File: src/rtl/drv_sgmnt_pkg.sv
// -----------------------------------------------------------------------------
// drv_sgmnt_pkg
// Shared types and constants for the display driver (drv_sgmnt_fx) and its
// BCD-to-segment decoder.
//   state_t   : display FSM states (IDLE, BLINK, FLASH)
//   SEG_DASH  : pattern shown for non-BCD codes 10..15 (segment g only)
//   SEG_BLANK : all segments off, before polarity inversion
//   SEG_TABLE : 16-entry BCD-to-segment table, bit order gfedcba
// -----------------------------------------------------------------------------
package drv_sgmnt_pkg;

  typedef enum logic [1:0] {
    IDLE  = 2'd0,
    BLINK = 2'd1,
    FLASH = 2'd2
  } state_t;

  localparam logic [6:0] SEG_DASH  = 7'b1000000;
  localparam logic [6:0] SEG_BLANK = 7'b0000000;

  // Element [15] is listed first; codes 10..15 all map to a dash.
  localparam logic [15:0][6:0] SEG_TABLE = {
    SEG_DASH, SEG_DASH, SEG_DASH, SEG_DASH, SEG_DASH, SEG_DASH,
    7'b1101111,  // 9
    7'b1111111,  // 8
    7'b0000111,  // 7
    7'b1111101,  // 6
    7'b1101101,  // 5
    7'b1100110,  // 4
    7'b1001111,  // 3
    7'b1011011,  // 2
    7'b0000110,  // 1
    7'b0111111   // 0
  };

endpackage

File: src/rtl/drv_sgmnt_decoder.sv
// -----------------------------------------------------------------------------
// drv_sgmnt_decoder
// Combinational BCD-to-7-segment decoder, active-high (1 = segment lit).
//   i_bcd  in  [3:0]  BCD code; 10..15 decode to a dash
//   o_seg  out [6:0]  segment pattern, bit order gfedcba
// -----------------------------------------------------------------------------
module drv_sgmnt_decoder
  import drv_sgmnt_pkg::*;
(
  input  logic [3:0] i_bcd,
  output logic [6:0] o_seg
);

  assign o_seg = SEG_TABLE[i_bcd];

endmodule

File: src/rtl/drv_sgmnt_fx.sv
// -----------------------------------------------------------------------------
// drv_sgmnt_fx
// Output-side display driver for one player panel: two 7-segment digits plus
// four LEDs, with a continuous blink mode and a one-shot flash sequence.
//
// Parameters
//   p_divider     clock cycles per blink/flash half-period (>= 2)
//   p_flash_count dark/lit pairs per flash sequence (>= 1)
//   p_mode        "active_high" (1 = lit) or "active_low" (0 = lit)
//
// Ports
//   i_clk        in  1        system clock
//   i_rst        in  1        synchronous reset, active-high
//   i_digit      in  [1:0][3:0] BCD digits, [1] = tens, [0] = units
//   i_led        in  [3:0]    requested LED levels, 1 = lit
//   i_blink      in  1        blink the display while high
//   i_flash      in  1        single-cycle pulse, (re)starts a flash sequence
//   o_drv_sgmnt  out [1:0][6:0] segment outputs, gfedcba, registered
//   o_drv_led    out [3:0]    LED outputs, registered
//   o_busy       out 1        high while a flash sequence runs, registered
// -----------------------------------------------------------------------------
module drv_sgmnt_fx
  import drv_sgmnt_pkg::*;
#(
  parameter int unsigned p_divider     = 12_500_000,
  parameter int unsigned p_flash_count = 3,
  parameter string       p_mode        = "active_high"
) (
  input  logic            i_clk,
  input  logic            i_rst,
  input  logic [1:0][3:0] i_digit,
  input  logic [3:0]      i_led,
  input  logic            i_blink,
  input  logic            i_flash,
  output logic [1:0][6:0] o_drv_sgmnt,
  output logic [3:0]      o_drv_led,
  output logic            o_busy
);

  localparam int unsigned PRESC_W = (p_divider > 1) ? $clog2(p_divider) : 1;
  localparam int unsigned HALF_N  = 2 * p_flash_count;
  localparam int unsigned HALF_W  = (HALF_N > 1) ? $clog2(HALF_N) : 1;

  localparam logic [PRESC_W-1:0] PRESC_LAST = PRESC_W'(p_divider - 1);
  localparam logic [HALF_W-1:0]  HALF_LAST  = HALF_W'(HALF_N - 1);

  localparam bit          INVERT  = (p_mode == "active_low");
  localparam logic [13:0] INV_SEG = {14{INVERT}};
  localparam logic [3:0]  INV_LED = {4{INVERT}};

  state_t             state_q, state_d;
  logic [PRESC_W-1:0] presc_q, presc_d;
  logic [HALF_W-1:0]  half_q,  half_d;
  logic               phase_q, phase_d;
  logic               tick;
  logic               lit_d;
  logic [1:0][6:0]    seg_dec;

  drv_sgmnt_decoder u_dec_units (.i_bcd(i_digit[0]), .o_seg(seg_dec[0]));
  drv_sgmnt_decoder u_dec_tens  (.i_bcd(i_digit[1]), .o_seg(seg_dec[1]));

  assign tick = (presc_q == PRESC_LAST);

  // Next-state logic. Every sequence entry clears the timebase so the first
  // half-period is always dark and exactly p_divider cycles long.
  always_comb begin
    // NOTE: every variable gets a default before the case so no path through
    // this block can leave one unassigned and infer a latch.
    state_d = state_q;
    presc_d = presc_q;
    phase_d = phase_q;
    half_d  = half_q;

    unique case (state_q)
      IDLE: begin
        presc_d = '0;
        phase_d = 1'b0;
        half_d  = '0;
        if (i_flash) begin
          state_d = FLASH;
        end else if (i_blink) begin
          state_d = BLINK;
        end
      end

      BLINK: begin
        if (i_flash) begin
          state_d = FLASH;
          presc_d = '0;
          phase_d = 1'b0;
          half_d  = '0;
        end else if (!i_blink) begin
          state_d = IDLE;
          presc_d = '0;
          phase_d = 1'b0;
        end else begin
          presc_d = tick ? '0 : presc_q + PRESC_W'(1);
          phase_d = phase_q ^ tick;
        end
      end

      FLASH: begin
        if (i_flash) begin
          // Retrigger: restart the whole sequence, busy stays high.
          presc_d = '0;
          phase_d = 1'b0;
          half_d  = '0;
        end else if (tick && (half_q == HALF_LAST)) begin
          // i_blink is only looked at here, at the end of the sequence.
          state_d = i_blink ? BLINK : IDLE;
          presc_d = '0;
          phase_d = 1'b0;
          half_d  = '0;
        end else begin
          presc_d = tick ? '0 : presc_q + PRESC_W'(1);
          phase_d = phase_q ^ tick;
          half_d  = tick ? half_q + HALF_W'(1) : half_q;
        end
      end

      default: begin
        state_d = IDLE;
        presc_d = '0;
        phase_d = 1'b0;
        half_d  = '0;
      end
    endcase
  end

  // Outputs are registered from the next state so a transition shows on the
  // very next cycle, while digit/LED values are sampled every cycle.
  assign lit_d = (state_d == IDLE) || phase_d;

  always_ff @(posedge i_clk) begin
    // NOTE: sequential state uses non-blocking assignments so every register
    // samples pre-edge values regardless of statement order.
    if (i_rst) begin
      state_q     <= IDLE;
      presc_q     <= '0;
      phase_q     <= 1'b0;
      half_q      <= '0;
      // Reset drives the unlit level, which is all-ones in active_low mode.
      o_drv_sgmnt <= INV_SEG;
      o_drv_led   <= INV_LED;
      o_busy      <= 1'b0;
    end else begin
      state_q     <= state_d;
      presc_q     <= presc_d;
      phase_q     <= phase_d;
      half_q      <= half_d;
      o_drv_sgmnt <= (lit_d ? seg_dec : {SEG_BLANK, SEG_BLANK}) ^ INV_SEG;
      o_drv_led   <= (lit_d ? i_led : 4'b0000) ^ INV_LED;
      o_busy      <= (state_d == FLASH);
    end
  end

endmodule

File: config.mk
export PLATFORM = sky130hd
export DESIGN_NAME = drv_sgmnt_fx
export DESIGN_NICKNAME = d
export VERILOG_FILES = /design/src/rtl/drv_sgmnt_pkg.sv /design/src/rtl/drv_sgmnt_decoder.sv /design/src/rtl/drv_sgmnt_fx.sv
export SDC_FILE = /design/constraint.sdc
export NUM_CORES = 1
export LEC_CHECK = 0
export ABC_AREA = 0
export BUFFER_PORTS_ARGS = -buffer_cell sky130_fd_sc_hd__buf_2
export CAP_MARGIN = 20
export CORE_UTILIZATION = 35
export CTS_BUF_LIST = sky130_fd_sc_hd__clkbuf_16
export DETAILED_ROUTE_END_ITERATION = 7
export SETUP_SLACK_MARGIN = 0.5
export SLEW_MARGIN = 30
export SYNTH_ARGS = -nofsm -noshare
export SYNTH_HDL_FRONTEND = slang
export SYNTH_SLANG_ARGS = --single-unit
File: constraint.sdc
create_clock -name i_clk -period 4.6 [get_ports i_clk]
set_input_delay 0.46 -clock i_clk [delete_from_list [all_inputs] [get_ports i_clk]]
set_output_delay 0.46 -clock i_clk [all_outputs]
set_load 0.05 [all_outputs]
# --- Yosys cells after proc, flatten, opt, wreduce, memory -nomap -nowiden ---
# Memories as Yosys holds them, arrays and structs flattened. A register that Yosys moved wholly into a read port is not among the register bits.
# Cells that the tools add are included.
classes:
  n_addsub: 2
  mul: 0
  div_mod_pow: 0
  n_lt_le_gt_ge: 0
  n_eq_ne: 7
  n_shift: 0
  n_mux: 24
  n_bitwise: 2
  n_reduce_logical: 6
op_table:
  columns: ["operator", "count"]
  rows:
  - ["24-bit two-way mux", 5]
  - ["24-bit case mux with 2 select lines", 1]
  - ["24-bit by 1-bit adder with 24-bit output (second input constant)", 1]
  - ["24-bit == test (second input constant)", 1]
  - ["2-bit two-way mux", 6]
  - ["3-bit two-way mux", 4]
  - ["2-bit case mux with 3 select lines", 1]
  - ["3-bit case mux with 2 select lines", 1]
  - ["1-bit two-way mux", 5]
  - ["2-bit == test (second input constant)", 2]
  - ["2-bit logical NOT", 2]
  - ["4-bit inequality test (second input constant)", 1]
  - ["3-bit by 1-bit adder with 3-bit output (second input constant)", 1]
  - ["3-bit == test (second input constant)", 1]
  - ["2-bit by 1-bit == test with 1-bit output (second input constant)", 1]
  - ["2-bit inequality test (second input constant)", 1]
  - ["1-bit case mux with 2 select lines", 1]
  - ["2-bit AND reduction", 1]
  - ["2-bit OR reduction", 1]
  - ["1-bit logical AND", 1]
  - ["1-bit logical OR", 1]
  - ["1-bit NOT", 1]
  - ["1-bit bitwise XOR", 1]
totals:
  register_bits: 35
  latch_bits: 0
  mem_bits_rw: 0
  rom_bits: 224
  output_inout_bits: 19
  word_cells: 49
  n_memories: 2
mem_list:
  columns: ["name", "depth", "word_bits", "read_ports", "rd_clocked_by_memory_dff", "wr", "line", "source"]
  rows:
  - ["(no name shown)", 16, 7, 1, 1, 0, "drv_sgmnt_decoder.sv:14", "assign o_seg = SEG_TABLE[i_bcd];"]
  - ["(no name shown)", 16, 7, 1, 1, 0, "drv_sgmnt_decoder.sv:14", null]

# --- Logic depth before layout (Yosys ltp) ---
logic_depth:
  ltp_word: 9
  mapped_depth: 9
  depth_no_buf: 8

# --- Modules after synthesis ---
# Synthesis repeated with hierarchy kept, for this count alone.
hier_totals:
  hier_cells: 277
  area_unflattened_um2: 2479.9
by_module_without_submodules:
  columns: ["mod", "instances", "cells_each", "area_each_um2", "seq_area_each_um2"]
  rows:
  - ["drv_sgmnt_fx", 1, 219, 2024.4, 980.9]
  - ["drv_sgmnt_decoder", 2, 29, 227.7, 0.0]

# --- Worst setup path before layout ---
# No wires, ideal clock.
synth_path:
  path_type: "reg-to-reg"
  start: "register presc_q[0]"
  end: "register o_drv_sgmnt[0] (netlist name)"
  setup_time_ps: 70
  t_arrival_ps: 2106
  required_ps: 4530
  setup_slack_ps: 2424
  path_stages_with_launch: 10
  path_buffers: 2
  period_less_slack_ps: 2176
  cell_sequence: "dfxtp_1 ha_1 and4_1 buf_4 nand4_1 o311a_1 a311oi_2 a311oi_4 buf_6 a21oi_1"
synth_via:
  elab_chain_cells: 9
  word_cells_on_any_way: 15
synth_rtl:
  columns: ["element", "line", "source"]
  rows:
  - ["from (decl)", "drv_sgmnt_fx.sv:52", "logic [PRESC_W-1:0] presc_q, presc_d;"]
  - ["from (signal assigned)", "drv_sgmnt_fx.sv:148", "presc_q <= presc_d;"]
  - ["24-bit == test (*)", "drv_sgmnt_fx.sv:62", "assign tick = (presc_q == PRESC_LAST);"]
  - ["1-bit logical AND", "drv_sgmnt_fx.sv:108", "end else if (tick && (half_q == HALF_LAST)) begin"]
  - ["2-bit two-way mux", "drv_sgmnt_fx.sv:108", null]
  - ["2-bit two-way mux", "drv_sgmnt_fx.sv:103", "if (i_flash) begin"]
  - ["2-bit case mux with 3 select lines", "drv_sgmnt_fx.sv:74", "unique case (state_q)"]
  - ["2-bit logical NOT", "drv_sgmnt_fx.sv:132", "assign lit_d = (state_d == IDLE) || phase_d;"]
  - ["1-bit logical OR (*)", "drv_sgmnt_fx.sv:132", null]
  - ["1-bit NOT (no source line) (*)", null, null]
  - ["2-bit OR reduction (no source line) (*)", null, null]
  - ["to (decl)", "drv_sgmnt_fx.sv:35", "output logic [1:0][6:0] o_drv_sgmnt,"]
# Mark *: on every way between the ends. The rest lies on a longest branch, timed or not.
# A chain may end at the register's enable or synchronous reset.

# --- Worst setup path after layout ---
layout_path:
  start: "register presc_q[0]"
  end: "register o_drv_sgmnt[9] (netlist name)"
# The elaborated chain is that of the path after synthesis.

==> parameters.txt <==
Parameter                              Value

Status
  Run status ... complete, but fails checks
  Failing checks ... DRC

Floorplanning
  Std-Cell Core Area ... roughly 0.0068 mm2
  Chip height ... between 80 and 90 um
  I/O pin cnt ... 35
  Starting density of the core ... 0.3598
  Die outline width ... about 85 um
  Cell Rows ... 30
  Die area ... approximately 0.0073 mm2

Placement
  Port Buffers ... 34
  Final estimated routing congestion in global placement ... roughly 0.78
  Detailed placer's ending HPWL ... between 3 and 4 mm

STA
  Post-route minimum period ... 2.627 ns
  Number of max-slew violations in the final report ... 0
  Setup TNS ... 0 ns
  Share of the clock period used by the worst path after layout ... 0.5712
  Max Freq ... ~0.38 GHz
  Fin Clk Skew ... between 0.006 and 0.007 ns
  RSZ-0062 raised after global routing ... false
  Final hold violation count ... 0
  Slew Limit Headroom ... 0.4030
  Setup Viol. Count Final ... 0
  Slew of the pin with the lowest slew margin ... approximately 0.90 ns

Detailed routing
  Total number of vias ... 1910
  Number of nets still failing antenna checks after routing ... 0
  Length of the first detailed-routing pass in iterations ... 6
  DRC errors left ... 1
  Wire per inst ... around 12 um
  Final wirelength ... ~4.5 mm
  Via/cell ratio ... about 5
  DRT iter0 DRCs ... 62

Setup path
  Number of buffer and inverter instances along the worst setup path ... 0
  R2r endpoint ... o_drv_sgmnt[9]
  Required time reported for the critical path endpoint ... ~4.7 ns
  Path type of the worst setup path ... reg -> reg
  Worst R2R Start ... presc_q[0]
  Arrival time at the worst endpoint ... between 2 and 3 ns
  Stages on the worst setup path ... 7
  Largest fanout on the critical path ... 18
  CP endpoint kind ... register
  Family with the most delay on the worst path ... compound AO/OA/AOI/OAI gates
  Delay of the slowest critical-path stage ... 0.85 ns
  Worst path slowest cell ... a311oi_4
  Cell-by-cell trace of the critical path ... ha_1 -> and4_1 -> nand4_1 -> nor3_1 -> a311oi_2 -> a311oi_4 -> a221oi_1
  Depth of the most critical reg-to-reg path ... 7
  Flop-to-flop setup slack ... ~2.0 ns
  Startpoint type of the worst setup path ... register

Synthesis
  Count of mapped cells out of synthesis ... 272
  Count of warnings emitted by yosys ... 0
  Share of flip-flops with an asynchronous set or reset ... 0
  Number of register bits inferred by synthesis ... 49
  Average cell area after synthesis ... 8.938 um2
  Mapped Nets ... roughly 300
  Count of cell types in the netlist ... 48
  Number of flops mapped to enable cells by yosys ... 0
  Top FF cell, synth ... dfxtp_1
  Post-synthesis sequential area ratio ... 0.4035
  Netlist Area Pre-Place ... roughly 0.0024 mm2

Global routing
  Initial antenna violation count ... 0
  Largest net degree at the start of global routing ... 25
  Total global routing track utilization ... 0.1333
  Number of global-route vias before repair ... about 1800
  Global-route wire length before repair ... 7.762 mm
  Leftover overflow at the end of global routing ... 0

Hold path
  Hold_sp ... i_led[2]
  Hold Path Sink ... o_drv_led[2]
  Worst hold-check path type ... in -> reg
  Instance count along the most critical hold path ... 2

Clock network
  Bufs on Longest Clock Path ... 2
  Level count of the clock H-tree ... 2
  Cells resized by post-CTS repair ... 0
  Clock root cell ... clkbuf_16
  Latest clock arrival within the worst-skew pair ... 0.29 ns
  CTS Hold Buffers Added ... 0
  TritonCTS Buffers ... 5
  CTS tree ... built
  Setup fix buffers added after clock tree synthesis ... 0
  Clock slew at reported path FFs ... 0.07 ns
  Count of clock tree sinks ... about 50

Layout
  Filler cell count ... a little under 700
  Antenna diodes ... 0
  Synth-to-Final Area Change ... 16.26%
  Share of layout cells above drive strength 1 ... 0.1797
  Finished Core Util ... 0.4183
  Number of nets at the end of the flow ... 340

Power and ir drop
  Maximum vdd ir drop ... 147.5 uV
  Ratio of total power to cell area ... approximately 350 mW/mm2
  Lkg Pwr ... ~1.1 nW

Run
  Maxcap violations ... 0
[worst max path at each step]
| stage | slack (ns) | start | endpoint |
|---|---|---|---|
| final | 1.97 | presc_q[0] | o_drv_sgmnt[9] |
| after global routing | 1.70 | presc_q[0] | o_drv_sgmnt[9] |
| after CTS | 1.93 | presc_q[0] | o_drv_sgmnt[9] |
| after detailed placement | 1.95 | presc_q[0] | o_drv_sgmnt[9] |
| after global placement | 2.01 | presc_q[0] | o_drv_sgmnt[9] |
| after floorplan | 2.42 | presc_q[0] | o_drv_sgmnt[0] |
[registers in the layout, indices dropped and copies added, names as in the netlist]
name,count
half_q,3
o_busy,1
o_drv_sgmnt,14
state_q,2
presc_q,24
phase_q,1
o_drv_led,4
[layout make-up]
cell class,count,area [um2],area share
sequential,49,980.9,0.3471
inverter,14,52.55,0.01859
timing repair buffer,34,170.2,0.06020
tap,80,100.1,0.03541
clock inverter,3,43.79,0.01549
multi-input combinational,201,1354,0.4790
clock buffer,5,125.1,0.04427
[cells in the mapped netlist (5+ instances only)]
cell / instances / area share
nor2_1: 36 / 0.056
dfxtp_1: 49 / 0.40
o21ai_0: 7 / 0.014
nand4_1: 7 / 0.018
and3_1: 5 / 0.013
a21oi_1: 11 / 0.023
ha_1: 19 / 0.098
xor2_1: 16 / 0.058
nand3_1: 11 / 0.023
inv_1: 14 / 0.022
nand2_1: 20 / 0.031
nor2b_1: 5 / 0.013
[stage by stage]
step	hold WS (ns)	setup WS (ns)	total power [mW]	std cells	area [um2]
final	0.3898	1.973	0.9944	386	2826
after global routing	0.3908	1.703	1.041	386	2826
after CTS	0.3855	1.934	1.008	386	2826
after detailed placement	0.4518	1.952	0.5923	378	2658
after global placement	0.4412	2.012	0.5913	378	2658
after floorplan	0.4258	2.424	0.5592	272	2431
[cell usage in the layout (no fill, tap or decap), types with 11 or more instances in the layout]
cell / synthesis / final
a21oi_1: 11 / 11
xor2_1: 16 / 16
dfxtp_1: 49 / 49
inv_1: 14 / 14
buf_2: 2 / 34
nand3_1: 11 / 11
ha_1: 19 / 19
nand2_1: 20 / 20
nor2_1: 36 / 36
[report_power, final]
part | internal (mW) | switching, mW
combinational | 0.0393 | 0.0972
sequential | 0.440 | 0.00557
clock | 0.257 | 0.155
[layer usage]
metal  vias to the layer above  GRT usage  routed length [um]
met1                       870     0.1715                2223
li1                       1003          -                   -
met2                        30     0.2133                2023
met5                         -          0                   0
met3                         7    0.03113                 168
met4                         0    0.05909                  72
[worst reg2reg max path, cell delays in order, from the launching register on]
cell and delay [ns]:
dfxtp_1 0.36, ha_1 0.21, and4_1 0.33, nand4_1 0.15
nor3_1 0.25, a311oi_2 0.18, a311oi_4 0.85, a221oi_1 0.12
[logic make-up (layout without fill, tap and decap cells)]
family	Yosys count	after routing	synth area share
flip-flops	49	49	0.4035
multiplexers	3	3	0.01235
AO/OA/AOI/OAI	41	41	0.1209
XOR/XNOR	20	20	0.07205
buffers and inverters	22	56	0.03963
adder cells (fa/ha/maj)	19	19	0.09779
AND/OR/NAND/NOR	118	118	0.2537
Note: power is estimated with default switching activity, not from simulation.
